`src/rtl/if_stage_pkg.sv`:
```
// Shared constants and FSM encoding for the instruction-fetch stage.
// Imported by if_stage and if_hold_buf.
package if_stage_pkg;

    localparam logic [31:0] IF_RESET_PC = 32'h0000_0000;
    localparam logic [31:0] IF_NOP_INST = 32'h0000_0013;

    typedef enum logic [1:0] {
        S_REQ  = 2'd0,
        S_WAIT = 2'd1,
        S_HOLD = 2'd2
    } if_state_t;

endpackage

```
`src/rtl/if_hold_buf.sv`:
```
// One-entry buffer holding a fetched instruction and its pc
// while the decode stage is stalled.
module if_hold_buf
    import if_stage_pkg::*;
(
    input  logic        clk,
    input  logic        rst_n,
    input  logic        load,
    input  logic        clear,
    input  logic [31:0] data_in,
    input  logic [31:0] pc_in,
    output logic [31:0] data,
    output logic [31:0] pc,
    output logic        valid
);

    // clear wins over load; load captures the pair and marks it valid
    always_ff @(posedge clk or negedge rst_n) begin
        if (!rst_n) begin
            valid <= 1'b0;
            data  <= IF_NOP_INST;
            pc    <= 32'd0;
        end else if (clear) begin
            valid <= 1'b0;
        end else if (load) begin
            valid <= 1'b1;
            data  <= data_in;
            pc    <= pc_in;
        end
    end

endmodule

```
`src/rtl/if_stage.sv`:
```
// Instruction fetch stage: single outstanding imem request,
// redirect/stall handling and the IF/ID pipeline register.
module if_stage
    import if_stage_pkg::*;
#(
    parameter logic [31:0] RESET_PC = IF_RESET_PC,
    parameter logic [31:0] NOP_INST = IF_NOP_INST
) (
    input  logic        clk,
    input  logic        rst_n,
    input  logic        stall_i,
    input  logic        br_taken_i,
    input  logic [31:0] br_target_i,
    output logic        imem_req_o,
    output logic [31:0] imem_addr_o,
    input  logic        imem_ready_i,
    input  logic        imem_rvalid_i,
    input  logic [31:0] imem_rdata_i,
    output logic [31:0] inst_o,
    output logic [31:0] pc_o,
    output logic [31:0] pc4_o
);

    if_state_t   state, state_nx;
    logic [31:0] fetch_pc, fetch_pc_nx;
    logic [31:0] out_pc, out_pc_nx;
    logic        discard, discard_nx;
    logic        req;
    logic [31:0] addr;
    logic        ifid_we, ifid_vld;
    logic [31:0] ifid_inst, ifid_pc;
    logic        buf_load, buf_clear, buf_valid;
    logic [31:0] buf_data, buf_pc;

    if_hold_buf u_hold (
        .clk     (clk),
        .rst_n   (rst_n),
        .load    (buf_load),
        .clear   (buf_clear),
        .data_in (imem_rdata_i),
        .pc_in   (out_pc),
        .data    (buf_data),
        .pc      (buf_pc),
        .valid   (buf_valid)
    );

    // next-state, request and IF/ID write selection
    always_comb begin
        state_nx    = state;
        fetch_pc_nx = fetch_pc;
        out_pc_nx   = out_pc;
        discard_nx  = discard;
        req         = 1'b0;
        ifid_vld    = 1'b0;
        ifid_inst   = NOP_INST;
        ifid_pc     = 32'd0;
        buf_load    = 1'b0;
        buf_clear   = 1'b0;
        addr        = br_taken_i ? br_target_i : fetch_pc;
        addr[1:0]   = 2'b00;
        // redirect overrides stall; otherwise a stall freezes IF/ID
        ifid_we     = br_taken_i || !stall_i;
        unique case (state)
            S_REQ: begin
                req = br_taken_i || !stall_i;
            end
            S_WAIT: begin
                if (imem_rvalid_i) begin
                    state_nx = S_REQ;
                    if (discard) begin
                        discard_nx = 1'b0;
                    end else if (br_taken_i) begin
                        req = 1'b1;
                    end else if (stall_i) begin
                        buf_load = 1'b1;
                        state_nx = S_HOLD;
                    end else begin
                        req       = 1'b1;
                        ifid_vld  = 1'b1;
                        ifid_inst = imem_rdata_i;
                        ifid_pc   = out_pc;
                    end
                end else if (br_taken_i) begin
                    discard_nx = 1'b1;
                end
            end
            S_HOLD: begin
                if (br_taken_i) begin
                    buf_clear = 1'b1;
                    state_nx  = S_REQ;
                end else if (!stall_i) begin
                    buf_clear = 1'b1;
                    ifid_vld  = buf_valid;
                    ifid_inst = buf_valid ? buf_data : NOP_INST;
                    ifid_pc   = buf_valid ? buf_pc : 32'd0;
                    state_nx  = S_REQ;
                end
            end
            default: begin
                state_nx = S_REQ;
            end
        endcase
        if (req && imem_ready_i) begin
            out_pc_nx   = addr;
            fetch_pc_nx = addr + 32'd4;
            state_nx    = S_WAIT;
        end else if (br_taken_i) begin
            fetch_pc_nx = br_target_i;
        end
    end

    assign imem_req_o  = req && rst_n;
    assign imem_addr_o = addr;

    // state, fetch progress and the IF/ID register
    always_ff @(posedge clk or negedge rst_n) begin
        if (!rst_n) begin
            state    <= S_REQ;
            fetch_pc <= RESET_PC;
            out_pc   <= 32'd0;
            discard  <= 1'b0;
            inst_o   <= NOP_INST;
            pc_o     <= 32'd0;
            pc4_o    <= 32'd0;
        end else begin
            state    <= state_nx;
            fetch_pc <= fetch_pc_nx;
            out_pc   <= out_pc_nx;
            discard  <= discard_nx;
            if (ifid_we) begin
                inst_o <= ifid_inst;
                pc_o   <= ifid_pc;
                pc4_o  <= ifid_vld ? ifid_pc + 32'd4 : 32'd0;
            end
        end
    end

endmodule

```
`config.mk`:
```
export PLATFORM = sky130hd
export DESIGN_NAME = if_stage
export DESIGN_NICKNAME = d
export VERILOG_FILES = /design/src/rtl/if_stage_pkg.sv /design/src/rtl/if_hold_buf.sv /design/src/rtl/if_stage.sv
export SDC_FILE = /design/constraint.sdc
export NUM_CORES = 1
export LEC_CHECK = 0
export CORE_ASPECT_RATIO = 1.25
export CORE_MARGIN = 2
export CORE_UTILIZATION = 55
export DETAILED_ROUTE_END_ITERATION = 8
export PLACE_DENSITY_LB_ADDON = 0.08
export SLEW_MARGIN = 5
export SYNTH_ARGS = -nofsm -noshare
export SYNTH_HDL_FRONTEND = slang
export SYNTH_SLANG_ARGS = --single-unit
export TNS_END_PERCENT = 50
```
`constraint.sdc`:
```
create_clock -name clk -period 5.9 [get_ports clk]
set_input_delay 1.475 -clock clk [delete_from_list [all_inputs] [get_ports clk]]
set_output_delay 1.475 -clock clk [all_outputs]
set_load 0.03 [all_outputs]
```
==> impl_results.md, run 1 <==
* Status: finished, final reports clean
* Clock root cell: clkbuf_16
* R2R depth at 11
* Die Area at 19,800 µm²
* Final wirelength at 23,900 µm
* RSZ-0062 raised after global routing: false
* P_leak at a little under 6 nW
* Post-route ant nets at 0
* Reg-to-Reg End: pc4_o[22]
* Hold path start: pc4_o[14]
* Largest family of logic cells by synthesized area: compound AO/OA/AOI/OAI gates
* Reg-to-reg slack, setup at 2.07 ns
* Critical Path Fanout Max at 45
* Setup CP Type: primary input to output port
* H-tree Lvls at 1
* Routed vias at slightly below 8,000
* Core box area at ~18,000 µm²
* Mux contribution to synthesized area at 0.105
* # hold bufs at CTS at 0
* Vias in the first global route at between 7,000 and 8,000
* Routability congestion estimate at 0.792
* Ys async rst share at 1.00
* Skew final at around 0.013 ns
* Slew margin rel. at 0.240
* Sequential share of the synthesized area at 0.532
* CTS tree: yes
* R2R Path Start: state[0]
* DP Cell Count at about 1,300
* Rows at 55
* Hold depth at 2
* DRC at 0
* DR iter-0 viols at ~360
* Initial core utilization at 0.563
* Post-CTS Setup Bufs at 0
* Post-Synth Adder-Cell Area at 0.00609
* Initial antenna violation count at 0
* Routed WL per cell at between 15 and 20 µm
* Maximum clock path buffer count at 3
* First-pass GRT wire length at ~39,000 µm
* Peak supply drop at ~0.32 mV
* Drt first pass iters at 5
* Worst skew pair latency at roughly 0.50 ns
* Clock sink total at 218
* Cts bufs inserted at 23
* Min-Delay Endpoint: pc4_o[14]
* Layout cell share with drive strength beyond 1 at 0.145
* Crit. End Element: output port
* Chip Height at 157 µm
* Worst Tran Pin Value at between 1 and 1.5 ns
* Synth top area cells: dfrtp_1 52%, mux2_2 8.0%, nand2_1 4.5%, o21ai_0 3.2%, xnor2_1 3.0%
* Via density at around 5.8
* Critical Path AT at around 3.6 ns
* Post-route setup TNS at 0 ns
* Post-cts sizing count at 0
* Number of synthesized flops with an enable pin at 0
* DP Wirelength at about 17,000 µm
* Hold Vio Cnt, Final at 0
* Avg Cell Area, Syn at approximately 11 µm²
* Worst endpoint required time at around 4.4 ns
* Final Non-Filler Cells at approximately 1,400
* Global route total overflow at 0
* Ys Warns at 0
* N_diodes at 0
* Area grow syn2layout at 26.9%
* Endpoints failing setup at 0
* IO Port Bufs at 190
* Simple-gate portion of the synthesized area at 0.138
* Max-slew violations at 0
* Largest net degree at the start of global routing at ~160
* #FFs+latches synth at about 220
* Synthesized instance count at 951
* Pwr dens at ~350 nW/µm²
* Complex-gate fraction of the synthesized area at 0.141
* Max Clock Freq at 0.198 GHz
* Worst setup SP type: primary input
* IO Count at approximately 200
* Die width at ~130 µm
* Count of different cell masters after synthesis at 71
* Fin nets at 1,194
* Ratio of final minimum period to clock period at 0.857
* Main synth FF type: dfrtp_1
* Top-area cell type share of the netlist area at 0.516
* # Max-Cap Violations at 0
* Worst-path clk slew at 0.06 ns
* Post-synth top area cell: dfrtp_1
* XOR/XNOR Fraction of Synth Area at 0.0332
* Synth Cell Area at 10,300 µm²
* HP Class: flop to flop
* Post-route minimum period at approximately 5.1 ns
* GRT Overall Usage at 0.241
-- worst max-delay path, cell delays in order --
cell             delay [ns]
buf_2                  0.84
mux2i_1                0.56
inv_1                  0.08
clkdlybuf4s50_1        0.61
-- kinds of logic (layout without fill, tap and decap cells) --
family	after synthesis	count (layout)
AOI/OAI and AO/OA	207	207
xor gates and xnor gates	39	39
adders and majority gates	5	5
buffers and inverters	99	276
DFF	218	218
muxes	99	99
other	1	6
and+or+nand+nor	283	283
-- layout by cell type (no fill, tap or decap), drive strengths merged, types with 6 or more instances in the layout --
| cell | instances |
|---|---|
| and2 | 7 |
| a32oi | 20 |
| a22oi | 35 |
| dfstp | 6 |
| nor4 | 8 |
| nand3 | 18 |
| nand2 | 124 |
| mux2i | 26 |
| clkdlybuf4s50 | 188 |
| clkbuf | 35 |
| a21oi | 22 |
| dfrtp | 212 |
| nor2b | 9 |
| inv | 33 |
| conb | 6 |
| o21ai | 67 |
| nor3 | 17 |
| a21o | 26 |
| nand2b | 6 |
| a31oi | 10 |
| buf | 16 |
| nand4 | 13 |
| nor2 | 52 |
| xnor2 | 35 |
| mux2 | 73 |
-- synth_stat cells (18+ instances only) --
master / instances
o21ai_0: 66
a22oi_1: 35
mux2i_1: 26
a21o_1: 26
xnor2_1: 35
mux2_2: 73
inv_1: 33
nor2_1: 50
nand2_1: 122
a32oi_1: 18
dfrtp_1: 212
clkbuf_1: 30
a21oi_1: 22
-- worst max-delay path by stage --
stage,start,end,cells after the start
CTS,br_taken_i,imem_addr_o[22],4
global route,br_taken_i,imem_addr_o[22],4
finish,br_taken_i,imem_addr_o[22],4
global placement,br_taken_i,imem_addr_o[28],4
detailed placement,br_taken_i,imem_addr_o[6],5
floorplan,br_taken_i,fetch_pc[18],15
-- per-layer routing --
| layer | vias to the layer above | track usage | wire (µm) |
|---|---|---|---|
| li1 | 3704 | - | - |
| met1 | 3831 | 0.327 | 10400 |
| met2 | 260 | 0.401 | 11500 |
| met3 | 47 | 0.0335 | 1300 |
| met4 | 0 | 0.0822 | 629 |
| met5 | - | 0 | 0 |
-- cell type report --
cell class              count  area, µm²
clock buffers              35        721
flip-flops and latches    218       5460
repair buffers            204       2020
clock inverters             4       31.3
well taps                 228        285
multi-input cells         639       4400
inverters                  33        124
fillers                  1425       5190
-- through the flow --
stage / setup WS (ns) / power (mW) / instance area (µm²) / util / hold slack (ns)
finish: 0.845 / 4.61 / 13000 / 0.715 / 0.465
global route: 0.652 / 4.84 / 13000 / 0.715 / 0.491
CTS: 0.830 / 4.64 / 13000 / 0.715 / 0.470
detailed placement: 0.832 / 3.22 / 12300 / 0.674 / 0.456
global placement: 0.897 / 3.16 / 12300 / 0.674 / 0.450
floorplan: 1.39 / 2.81 / 10300 / - / 0.455
-- power by group --
group          internal (mW)  total, mW  switching, mW
registers               1.86       2.11          0.250
clock network          0.839       1.41          0.572
logic                  0.474       1.08          0.607
total                   3.18       4.61           1.43
-- registers in the layout (all words and copies together) (netlist names) --
register / flops
u_hold.pc: 30
pc4_o: 30
u_hold.data: 32
inst_o: 32
fetch_pc: 30
state: 2
pc_o: 30
u_hold.valid: 1
out_pc: 30
discard: 1
Power figures use the tool's default switching activity.
==> run 2: changes to the inputs <==
Settings changed: GPL_TIMING_DRIVEN set to 0, SLEW_MARGIN 5 to unset.
==> impl_results.md, run 2 (same netlist as run 1, synthesis figures left out) <==
* Status: finished, final reports clean
* HP Class: flop to flop
* Via density at 5.71
* H-tree Lvls at 1
* Die Area at approximately 20,000 µm²
* Combinational share of power at 0.239
* Worst endpoint required time at ~4.4 ns
* Pwr dens at 356 nW/µm²
* Vias in the first global route at slightly above 8,000
* Fin nets at 1,246
* IO Port Bufs at between 150 and 200
* Critical Path AT at around 4.0 ns
* Final wirelength at 26,700 µm
* Post-route ant nets at 0
* Max-slew violations at 0
* Worst Tran Pin Value at approximately 0.77 ns
* Cts bufs inserted at 22
* First-pass GRT wire length at between 40,000 and 50,000 µm
* Die width at between 100 and 150 µm
* Clock sink total at between 200 and 250
* Biggest regs: inst_o (32), u_hold.data (32)
* Peak supply drop at 0.278 mV
* Drt first pass iters at 5
* Endpoints failing setup at 0
* Clk pwr share at 0.312
* Largest net degree at the start of global routing at ~130
* Routability congestion estimate at around 0.94
* IO Count at about 200
* Post-CTS Setup Bufs at 0
* DR iter-0 viols at 513
* Sw frac at 0.316
* Fillers at 1,369
* Commonest non-fill, non-tap cell in the layout: dfrtp_1
* DP Wirelength at roughly 19,000 µm
* Hold Vio Cnt, Final at 0
* Worst setup margin at around 0.43 ns
* Post-route minimum period at between 5 and 6 ns
* Sequential share of power at 0.449
* RSZ-0062 raised after global routing: false
* Skew final at around 0.0094 ns
* Routed WL per cell at roughly 19 µm
* Chip Height at 157 µm
* Maximum clock path buffer count at 3
* Global route total overflow at 0
* Max Clock Freq at around 0.18 GHz
* GRT Overall Usage at 0.270
* P_leak at between 5 and 6 nW
* Worst-path clk slew at approximately 0.06 ns
* Dpl ws at between 0.3 and 0.4 ns
* Setup CP Type: primary input to output port
* Ratio of final minimum period to clock period at 0.928
* Worst setup SP type: primary input
* Crit. End Element: output port
* Net Sw Power at about 1.5 mW
* Layout cell share with drive strength beyond 1 at 0.142
* Critical Path Fanout Max at 10
* Internal power at 3.24 mW
* DRC at 0
* Worst skew pair latency at between 0.5 and 0.6 ns
* Reg-to-reg slack, setup at 2.28 ns
* Commonest non-fill, non-tap cells in the layout: 212 x dfrtp_1, 188 x clkdlybuf4s50_1, 122 x nand2_1
* Initial core utilization at 0.563
* Routed vias at around 8,100
* Post-cts sizing count at 0
* Clock root cell: clkbuf_16
* CTS tree: yes
* Slew margin rel. at 0.490
* # Max-Cap Violations at 0
* # hold bufs at CTS at 0
* Core box area at around 18,000 µm²
* N_diodes at 0
* Area grow syn2layout at 29.4%
* Initial antenna violation count at 0
* Rows at 55
* Hold WS at 0.468 ns
run 2: cell count changes in the layout (fill, tap and decap cells not counted), sizes merged:
cell / before / now
inv: 33 / 34
clkinv: 4 / 5
clkbuf: 35 / 62
bufinv: 0 / 3
buf: 16 / 38
run 2: final timing paths:
path,from,to,cells after the start
worst max register to register,state[0],pc4_o[22],14
worst max-delay path,br_taken_i,imem_addr_o[31],8
max in group asynchronous,rst_n,u_hold.data[0],3
worst min-delay path,pc4_o[14],pc4_o[14],2
min in group asynchronous,rst_n,u_hold.data[19],1
worst min register to register,pc4_o[14],pc4_o[14],2
run 2: worst max-delay path: stages:
cell,delay [ns]
buf_6,0.14
buf_6,0.17
buf_4,0.22
buf_6,0.19
clkbuf_1,0.60
mux2i_1,0.50
inv_1,0.08
clkdlybuf4s50_1,0.60
run 2: final cells by class:
type / count / area (µm²) / area share
clock inverters: 9 / 128 / 0.00960
repair buffers: 191 / 1950 / 0.147
plain buffers: 66 / 337 / 0.0253
clock buffers: 31 / 636 / 0.0478
flip-flops and latches: 218 / 5460 / 0.411
multi-input cells: 639 / 4370 / 0.329
well taps: 228 / 285 / 0.0215
inverters: 33 / 124 / 0.00932
run 2: stage by stage:
step	instance area [µm²]	cells	util	TNS (ns)	total power, mW
after global routing	13300	1415	0.729	0	4.95
after CTS	13300	1415	0.729	0	4.74
final	13300	1415	0.729	0	4.73
after global placement	12500	1373	0.684	-1238.51	3.21
after detailed placement	12500	1375	0.687	0	3.26
after floorplan	10300	956	-	0	2.81
run 2: power groups by stage:
stage | registers (mW) | logic [mW] | clock network (mW)
floorplan | 2.10 | 0.704 | 0
detailed placement | 2.14 | 1.13 | 0
global placement | 2.12 | 1.09 | 0
CTS | 2.11 | 1.14 | 1.49
global route | 2.16 | 1.23 | 1.56
finish | 2.12 | 1.13 | 1.48
run 2: routing by layer:
metal  global-route usage  up-vias  routed length [µm]
met1                0.349     3935               11000
met3               0.0427       44                1780
met2                0.470      308               13300
li1                     -     3796                   -
met5                    0        -                   0
met4               0.0795        0                 580
